**config.mk**
```make
export PLATFORM = sky130hd
export DESIGN_NAME = dram_arbiter
export DESIGN_NICKNAME = d
export VERILOG_FILES = /design/src/rtl/dram_arbiter.sv
export SDC_FILE = /design/constraint.sdc
export NUM_CORES = 1
export LEC_CHECK = 0
export CAP_MARGIN = 15
export CORE_AREA = 3 3 116 118
export CTS_CLUSTER_DIAMETER = 100
export CTS_CLUSTER_SIZE = 20
export DETAILED_ROUTE_END_ITERATION = 16
export DIE_AREA = 0 0 119 121
export PLACE_DENSITY = 0.7
export REMOVE_ABC_BUFFERS = 1
export SLEW_MARGIN = 10
export SYNTH_ARGS = -nofsm -noshare
export SYNTH_HDL_FRONTEND = slang
export SYNTH_SLANG_ARGS = --single-unit
```
**constraint.sdc**
```tcl
create_clock -name clk -period 1.5 [get_ports clk]
set_input_delay 0.225 -clock clk [delete_from_list [all_inputs] [get_ports clk]]
set_output_delay 0.225 -clock clk [all_outputs]
set_load 0.005 [all_outputs]
```
**src/rtl/dram_arbiter.sv**
```systemverilog
// dram_arbiter
//   Shares one single-port, synchronous-read data DRAM between two masters:
//   m0 (miniCPU MEM-stage data port) and m1 (debug/boot loader or DMA).
//   Each transaction is req/gnt/done: gnt in cycle N (combinational),
//   DRAM access in N+1, done + read data in N+2. A new grant may be issued
//   in the done cycle, so sustained throughput is one transaction per 2 cycles.
//
// Parameters
//   ADDR_W     address width
//   DATA_W     data width
//   PRIO_FIXED 0 = round-robin between contenders, 1 = m0 always wins ties
//
// Ports
//   clk, rst                       clock (rising edge), sync active-high reset
//   mX_req/we/adr/wdin             master X request, sampled only in its gnt cycle
//   mX_gnt                         request accepted this cycle
//   mX_done / mX_rd                one-cycle completion pulse / read data
//   dram_adr/dram_wdin/dram_we     DRAM command, strobe only during ACCESS
//   dram_rd                        DRAM read data, one cycle after the address
//   owner                          master of the in-flight or last transaction
module dram_arbiter #(
  parameter int ADDR_W     = 32,
  parameter int DATA_W     = 32,
  parameter int PRIO_FIXED = 0
) (
  input  logic              clk,
  input  logic              rst,
  input  logic              m0_req,
  input  logic              m0_we,
  input  logic [ADDR_W-1:0] m0_adr,
  input  logic [DATA_W-1:0] m0_wdin,
  output logic              m0_gnt,
  output logic              m0_done,
  output logic [DATA_W-1:0] m0_rd,
  input  logic              m1_req,
  input  logic              m1_we,
  input  logic [ADDR_W-1:0] m1_adr,
  input  logic [DATA_W-1:0] m1_wdin,
  output logic              m1_gnt,
  output logic              m1_done,
  output logic [DATA_W-1:0] m1_rd,
  output logic [ADDR_W-1:0] dram_adr,
  output logic [DATA_W-1:0] dram_wdin,
  output logic              dram_we,
  input  logic [DATA_W-1:0] dram_rd,
  output logic              owner
);

  typedef enum logic [1:0] {
    IDLE   = 2'd0,
    ACCESS = 2'd1,
    DONE   = 2'd2
  } state_t;

  state_t              state;
  logic                last_grant;
  logic [ADDR_W-1:0]   adr_p1;
  logic [DATA_W-1:0]   wdin_p1;
  logic                we_p1;
  logic                id_p1;
  logic                dram_we_p1;
  logic                m0_done_p2;
  logic                m1_done_p2;

  logic                win_vld;
  logic                win_id;
  logic                sel_we;
  logic [ADDR_W-1:0]   sel_adr;
  logic [DATA_W-1:0]   sel_wdin;

  // Arbitration: runs in IDLE and DONE only, suppressed while rst is high.
  // On a tie, round-robin picks the master that did not win last time;
  // last_grant resets to 1 so m0 takes the first tie.
  always_comb begin
    win_vld = !rst && (state != ACCESS) && (m0_req || m1_req);
    win_id  = 1'b0;
    if (m0_req && m1_req) begin
      win_id = (PRIO_FIXED != 0) ? 1'b0 : ~last_grant;
    end else if (m1_req) begin
      win_id = 1'b1;
    end
    sel_we   = win_id ? m1_we   : m0_we;
    sel_adr  = win_id ? m1_adr  : m0_adr;
    sel_wdin = win_id ? m1_wdin : m0_wdin;
  end

  assign m0_gnt = win_vld && !win_id;
  assign m1_gnt = win_vld &&  win_id;

  always_ff @(posedge clk) begin
    if (rst) begin
      state      <= IDLE;
      last_grant <= 1'b1;
      adr_p1     <= '0;
      wdin_p1    <= '0;
      we_p1      <= 1'b0;
      id_p1      <= 1'b0;
      dram_we_p1 <= 1'b0;
      m0_done_p2 <= 1'b0;
      m1_done_p2 <= 1'b0;
    end else begin
      dram_we_p1 <= 1'b0;
      m0_done_p2 <= 1'b0;
      m1_done_p2 <= 1'b0;
      case (state)
        // Grant stage -> ACCESS: latch the winner's command.
        IDLE, DONE: begin
          if (win_vld) begin
            adr_p1     <= sel_adr;
            wdin_p1    <= sel_wdin;
            we_p1      <= sel_we;
            id_p1      <= win_id;
            last_grant <= win_id;
            dram_we_p1 <= sel_we;
            state      <= ACCESS;
          end else begin
            state      <= IDLE;
          end
        end
        // ACCESS -> DONE: DRAM sees the command this cycle, data returns next.
        ACCESS: begin
          m0_done_p2 <= !id_p1;
          m1_done_p2 <=  id_p1;
          state      <= DONE;
        end
        default: state <= IDLE;
      endcase
    end
  end

  // Address and write data hold the last latched command outside ACCESS;
  // only the strobe is qualified. we_p1 stays valid through DONE because a
  // back-to-back grant only overwrites it at the end of the DONE cycle.
  assign dram_adr  = adr_p1;
  assign dram_wdin = wdin_p1;
  assign dram_we   = dram_we_p1;
  assign owner     = id_p1;
  assign m0_done   = m0_done_p2;
  assign m1_done   = m1_done_p2;
  assign m0_rd     = (m0_done_p2 && !we_p1) ? dram_rd : '0;
  assign m1_rd     = (m1_done_p2 && !we_p1) ? dram_rd : '0;

endmodule

```
==> impl_metrics.py, run 1 <==
metrics = {
    "status": {
        "status": "complete, but fails checks",
        "violations": "setup timing",
    },
    "finish": {
        "num_antenna_cells": 0,
        "nNetsFinal": 871,
        "syn2layout_area_growth_pct": 112.5,
        "layout_common_cells": "clkdlybuf4s50_1, dfxtp_1, buf_6, o211ai_1, mux2i_1",
        "drive_gt1_frac": 0.2775,
        "fillerInstances": 1015,
        "final_common_cell": "clkdlybuf4s50_1",
    },
    "flow_run": {
        "drv_cap": 0,
    },
    "grt": {
        "grt_max_degree": 66,
        "grt_usage": 0.2182,
        "grt_pass1_vias": 4510,
        "grt_pass1_wl_um": 24570,
        "grt_overflow": 0,
        "antenna_found_initial": 0,
    },
    "critical_path": {
        "path_class": "flip-flop to output pin",
        "cp.required_ns": 1.27,
        "cp.arrival_ns": 1.40,
        "r2r_start": "last_grant",
        "end_kind": "output pin",
        "cp_max_fo": 5,
        "crit_start": "m0_done",
        "crit_end": "m0_rd[12]",
        "rr_endpoint": "owner",
        "cp-start-kind": "flip-flop",
        "worst_r2r_path_depth": 4,
        "regToRegSetupSlack_ns": 0.08,
    },
    "die": {
        "initial_core_util": 0.2906,
        "die_w_um": 119,
        "rows": 41,
        "io_pins": 300,
        "dieArea_sq_mm": 0.01440,
        "die_h_um": 121,
        "core_area_sq_mm": 0.01257,
    },
    "cts": {
        "cts_tree": "built",
        "cts_buffer_depth": 2,
        "numCtsBuffers": 9,
        "cts.clk_slew.worst_paths_ns": 0.06,
        "h-tree-depth": 3,
        "cts-root-buf": "clkbuf_16",
        "ctsHoldBuffers": 0,
        "cts_num_sinks": 72,
        "clock_latency_ns": 0.32,
    },
    "timing": {
        "hold_violations": 0,
        "clock_skew_ns": 0.003606,
        "worst_slack_ns": -0.1253,
        "timing.final.crit_share": 1.084,
        "tns_ns": -3.566,
        "report.final.slew_viol_count": 0,
        "rsz0062_at_grt": "yes",
        "clock.fmax_mhz": 615.3,
        "final.min_clock_period_ns": 1.625,
        "report.final.setup_viol": 51,
        "max_slew.worst_pin.slew_ns": 0.4478,
        "hold_ws_ns": 0.4521,
        "max-slew-margin-rel": 0.7015,
    },
    "yosys": {
        "synth-seq-cells": 72,
        "synth_cells": 395,
        "synth-xor-area-share": 0,
        "synth_fa_ha_area_frac": 0,
        "synth_area_per_cell_sq_um": 9.246,
        "synth_cell_types": 22,
        "synth_top_cell_by_area": "dfxtp_1",
        "synth.top_cell.area_share": 0.3947,
        "synthMuxAreaShare": 0.1781,
        "ys.flop_type": "dfxtp_1",
        "yosys_warnings": 0,
        "synth_compound_area_frac": 0.2316,
        "seq_area_frac_synth": 0.3947,
        "synthSimpleGateAreaFrac": 0.1319,
        "synthTopCellsByArea": "dfxtp_1, mux2i_1, o211ai_1",
        "synth_edf_count": 0,
        "async_reset_ff_frac": 0,
        "syn-cell-area_sq_mm": 0.003652,
        "synth_top_family_by_area": "compound AO/OA/AOI/OAI gates",
    },
    "route": {
        "via_per_inst": 4.891,
        "wl_per_cell_um": 18.94,
        "ant_nets": 0,
        "drtPass1Iterations": 4,
        "drc_errors": 0,
        "finalWirelength_um": 16710,
        "num_vias": 4314,
        "first_iter_violations": 165,
    },
    "power_and_ir_drop": {
        "p_comb_frac": 0.270,
        "p_leak_uw": 0.003331,
        "power.density_mw_per_mm2": 788.7,
        "seq_power_share": 0.357,
        "p_int_uw": 4627,
        "clkPwrFrac": 0.373,
        "ir_drop_uv": 467.8,
        "switching_power_uw": 1495,
        "switching_share": 0.2443,
    },
    "placement": {
        "io_buffer_count": 299,
        "place_congestion": 0.8159,
        "post-dp-hpwl_um": 12330,
    },
    "hold_path": {
        "hp-class": "flip-flop to flip-flop",
    },
}
[final cells by class]
| cell class | instances | area, sq um | share of cell area |
|---|---|---|---|
| clock inverter | 6 | 82.58 | 0.01064 |
| inverter | 3 | 11.26 | 0.001451 |
| clock buffer | 10 | 239.0 | 0.03079 |
| timing repair buffer | 342 | 3595 | 0.4631 |
| multi-input combinational | 277 | 2170 | 0.2795 |
| sequential | 72 | 1450 | 0.1868 |
| tap | 172 | 215.2 | 0.02772 |
[kinds of logic after synthesis]
group,Yosys count
AO/OA/AOI/OAI,135
AND/OR/NAND/NOR,77
flip-flops,72
multiplexers,65
buffers and inverters,46
[stage by stage]
stage / util / cells / worst slack, ns / power (uW) / cell area [sq um]
final: 0.6176 / 882 / -0.1253 / 6122 / 7762
after global routing: 0.6176 / 882 / -0.1657 / 6390 / 7762
after CTS: 0.5924 / 882 / -0.1336 / 6121 / 7446
after detailed placement: 0.5551 / 851 / -0.4788 / 3758 / 6977
after global placement: 0.5551 / 851 / -0.4248 / 3728 / 6977
after floorplan: - / 352 / -1.781 / 2662 / 3431
[routing by layer]
| metal | global-route usage | vias up | routed length [um] |
|---|---|---|---|
| met4 | 0.1144 | 0 | 770 |
| met5 | 0 | - | 0 |
| met3 | 0.07552 | 37 | 1354 |
| li1 | - | 2061 | - |
| met1 | 0.2117 | 1986 | 5849 |
| met2 | 0.4059 | 230 | 8730 |
[critical path: stages (launching register included)]
cell	delay (ns)
dfxtp_2	0.32
nor2b_4	0.12
buf_8	0.13
buf_12	0.13
buf_4	0.13
and2_4	0.15
buf_6	0.10
[sequential cells by signal, indices dropped and copies added, names as in the netlist]
signal / cells
owner: 1
dram_we: 1
state: 2
we_p1: 1
dram_wdin: 32
m0_done: 1
m1_done: 1
dram_adr: 32
last_grant: 1
[power by group through the flow]
stage / clock (uW) / sequential (uW) / combinational [uW]
finish: 2290 / 2190 / 1650
global placement: 0 / 2210 / 1520
CTS: 2340 / 2180 / 1600
detailed placement: 0 / 2220 / 1540
floorplan: 0 / 2250 / 414
global route: 2420 / 2210 / 1760
[synthesized netlist by cell type, types with 3 or more instances]
| cell | number |
|---|---|
| nor2b_1 | 4 |
| clkbuf_1 | 27 |
| nor2_1 | 3 |
| o21ai_0 | 66 |
| inv_1 | 3 |
| and2_1 | 65 |
| buf_2 | 5 |
| dfxtp_1 | 72 |
| buf_6 | 5 |
| buf_4 | 4 |
| mux2i_1 | 65 |
| o211ai_1 | 65 |
[worst min-delay path by stage]
stage,start,endpoint,slack (ns),cells after the start
6_report,owner,m0_done,0.45,1
5_1_grt,owner,m0_done,0.48,1
4_1_cts,owner,m0_done,0.45,1
3_5_place_dp,owner,m0_done,0.45,1
3_3_place_gp,owner,m0_done,0.45,1
2_1_floorplan,rst,owner,0.29,1
[timing repair]
item | in CTS | in global routing
setup buffers | 10 | 3
endpoints found under the hold margin | 0 | 0
pin swaps | 25 | 14
resized for setup | 331 | 94
cloned | 5 | 0
setup endpoints to repair | 135 | 89
(Power assumes the default switching activity.)
==> run 2: changes to the inputs <==
==> constraint.sdc (replaced) <==
create_clock -name clk -period 1.5 [get_ports clk]
set_input_delay 0.3 -clock clk [delete_from_list [all_inputs] [get_ports clk]]
set_output_delay 0.3 -clock clk [all_outputs]
set_load 0.005 [all_outputs]
==> run 2 against run 1 <==
The flow still finishes with violations (setup timing). Clock-buffer cell count is 1 higher. Hold slack got worse by 0.0072 ns. Critical path depth is the same. Final area fell by 1.6%. Die area is the same. Largest power group unchanged. Sequential power about the same.
==> impl_metrics.py, run 2 (synthesis gave the netlist of run 1 again) <==
metrics = {
    "status": {
        "status": "complete, but fails checks",
        "violations": "setup timing",
    },
    "timing": {
        "timing.final.crit_share": 1.152,
        "tns_ns": -7.722,
        "worst_slack_ns": -0.2274,
        "max-slew-margin-rel": 0.6594,
        "report.final.setup_viol": 64,
        "clock_skew_ns": 0.007157,
        "final.min_clock_period_ns": 1.727,
        "report.final.slew_viol_count": 0,
        "rsz0062_at_grt": "yes",
        "hold_violations": 0,
        "max_slew.worst_pin.slew_ns": 0.5109,
        "clock.fmax_mhz": 578.9,
    },
    "critical_path": {
        "cp.required_ns": 1.20,
        "cpPeakStageDelay_ns": 0.33,
        "cpMaxStageDelayCell": "dfxtp_2",
        "path_class": "flip-flop to output pin",
        "cp-start-kind": "flip-flop",
        "cp_max_fo": 4,
        "cp_common_cell": "buf_6",
        "cp.arrival_ns": 1.43,
        "end_kind": "output pin",
        "crit_chain": "nor2b_4 -> buf_6 -> buf_6 -> buf_6 -> and2_1 -> buf_2",
    },
    "route": {
        "highest_layer": "met4",
        "wl_met2_um": 8764,
        "wl_per_cell_um": 18.67,
        "finalWirelength_um": 16410,
        "wl_met1_um": 5802,
        "drtPass1Iterations": 4,
        "drc_errors": 0,
        "num_vias": 4317,
        "wl_met3_um": 1335,
        "ant_nets": 0,
        "via_per_inst": 4.911,
        "first_iter_violations": 181,
    },
    "placement": {
        "io_buffer_count": 299,
        "place_congestion": 0.8338,
        "post-dp-hpwl_um": 12440,
    },
    "power_and_ir_drop": {
        "switching_power_uw": 1418,
        "p_leak_uw": 0.003951,
        "seq_power_share": 0.357,
        "p_comb_frac": 0.246,
        "power_uw": 6119,
        "clkPwrFrac": 0.398,
        "p_int_uw": 4701,
        "ir_drop_uv": 506.1,
        "power.density_mw_per_mm2": 801.3,
        "switching_share": 0.2317,
    },
    "die": {
        "dieArea_sq_mm": 0.01440,
        "die_w_um": 119,
        "die_h_um": 121,
        "io_pins": 300,
        "core_area_sq_mm": 0.01257,
        "initial_core_util": 0.2906,
        "rows": 41,
    },
    "cts": {
        "h-tree-depth": 3,
        "cts_buffer_depth": 2,
        "cts_tree": "built",
        "cts-root-buf": "clkbuf_16",
        "numCtsBuffers": 9,
        "clock_latency_ns": 0.32,
        "ctsHoldBuffers": 0,
        "cts.clk_slew.worst_paths_ns": 0.05,
        "cts_num_sinks": 72,
    },
    "hold_path": {
        "hp-class": "flip-flop to flip-flop",
    },
    "finish": {
        "drive_gt1_frac": 0.2588,
        "regArea_sq_mm": 0.001451,
        "num_antenna_cells": 0,
        "fillerInstances": 1057,
        "layout_common_cells": "clkdlybuf4s50_1, dfxtp_1, mux2i_1, o211ai_1, buf_6",
        "syn2layout_area_growth_pct": 109.1,
        "nNetsFinal": 870,
        "final_common_cell": "clkdlybuf4s50_1",
        "multi_input_area_sq_mm": 0.002141,
    },
    "grt": {
        "grt_overflow": 0,
        "grt_pass1_wl_um": 23980,
        "grt_usage": 0.2123,
        "grt_max_degree": 48,
        "grt_pass1_vias": 4409,
        "antenna_found_initial": 0,
    },
    "flow_run": {
        "drv_cap": 0,
    },
}
## run 2: cell count changes in the layout (fill, tap and decap cells not counted), sizes merged
cell / previous run / this run
clkinv: 3 / 0
dlygate4sd2: 5 / 30
buf: 107 / 105
clkdlybuf4s50: 227 / 164
clkinvlp: 1 / 0
bufinv: 2 / 3
dlymetal6s2s: 2 / 39
clkbuf: 11 / 14
## run 2: what timing repair did
item	in CTS	in global routing
gates resized for setup	357	116
buffers inserted	11	3
cloned	3	2
setup endpoints to repair	156	142
pin swaps	24	9
## run 2: through the flow
step           setup WS [ns]  area (sq um)  cells  hold slack [ns]  utilization
2_1_floorplan         -1.856          3431    352           0.3691            -
3_3_place_gp         -0.4873          6904    848           0.4524       0.5493
3_5_place_dp         -0.5309          6904    848           0.4556       0.5493
4_1_cts              -0.2126          7331    875           0.4517       0.5833
5_1_grt              -0.2678          7636    879           0.4901       0.6076
6_report             -0.2274          7636    879           0.4449       0.6076
## run 2: cell type report
class                      count  share of cell area
tap                          172             0.02818
sequential                    72              0.1901
timing repair buffer         341              0.4550
clock buffer                  11             0.03310
clock inverter                 3             0.01180
multi-input combinational    277              0.2804
inverter                       3            0.001475
## run 2: routing by layer
| metal | global-route usage | vias up |
|---|---|---|
| li1 | - | 2042 |
| met1 | 0.2118 | 2038 |
| met2 | 0.4013 | 213 |
| met3 | 0.07179 | 24 |
| met4 | 0.08617 | 0 |
| met5 | 0 | - |
## run 2: power by group through the flow
stage                     Sequential, uW  Clock [uW]  Combinational [uW]
after CTS                           2180        2510                1470
after detailed placement            2220           0                1520
after global routing                2200        2590                1610
after global placement              2210           0                1490
after floorplan                     2250           0                 414
final                               2180        2430                1500
## run 2: final timing paths
path	startpoint	to	slack (ns)	cells after the start
max	m1_done	m1_rd[14]	-0.23	6
min	owner	m0_done	0.44	1
max reg2reg	state[0]	dram_adr[26]	0.06	4
min reg2reg	owner	m0_done	0.44	1
## run 2: worst max-delay path: cells and delay by family (launching register included)
kind / cells / cell delay, ns
buffers and inverters: 4 / 0.44
flip-flops: 1 / 0.33
AND/OR/NAND/NOR: 2 / 0.33
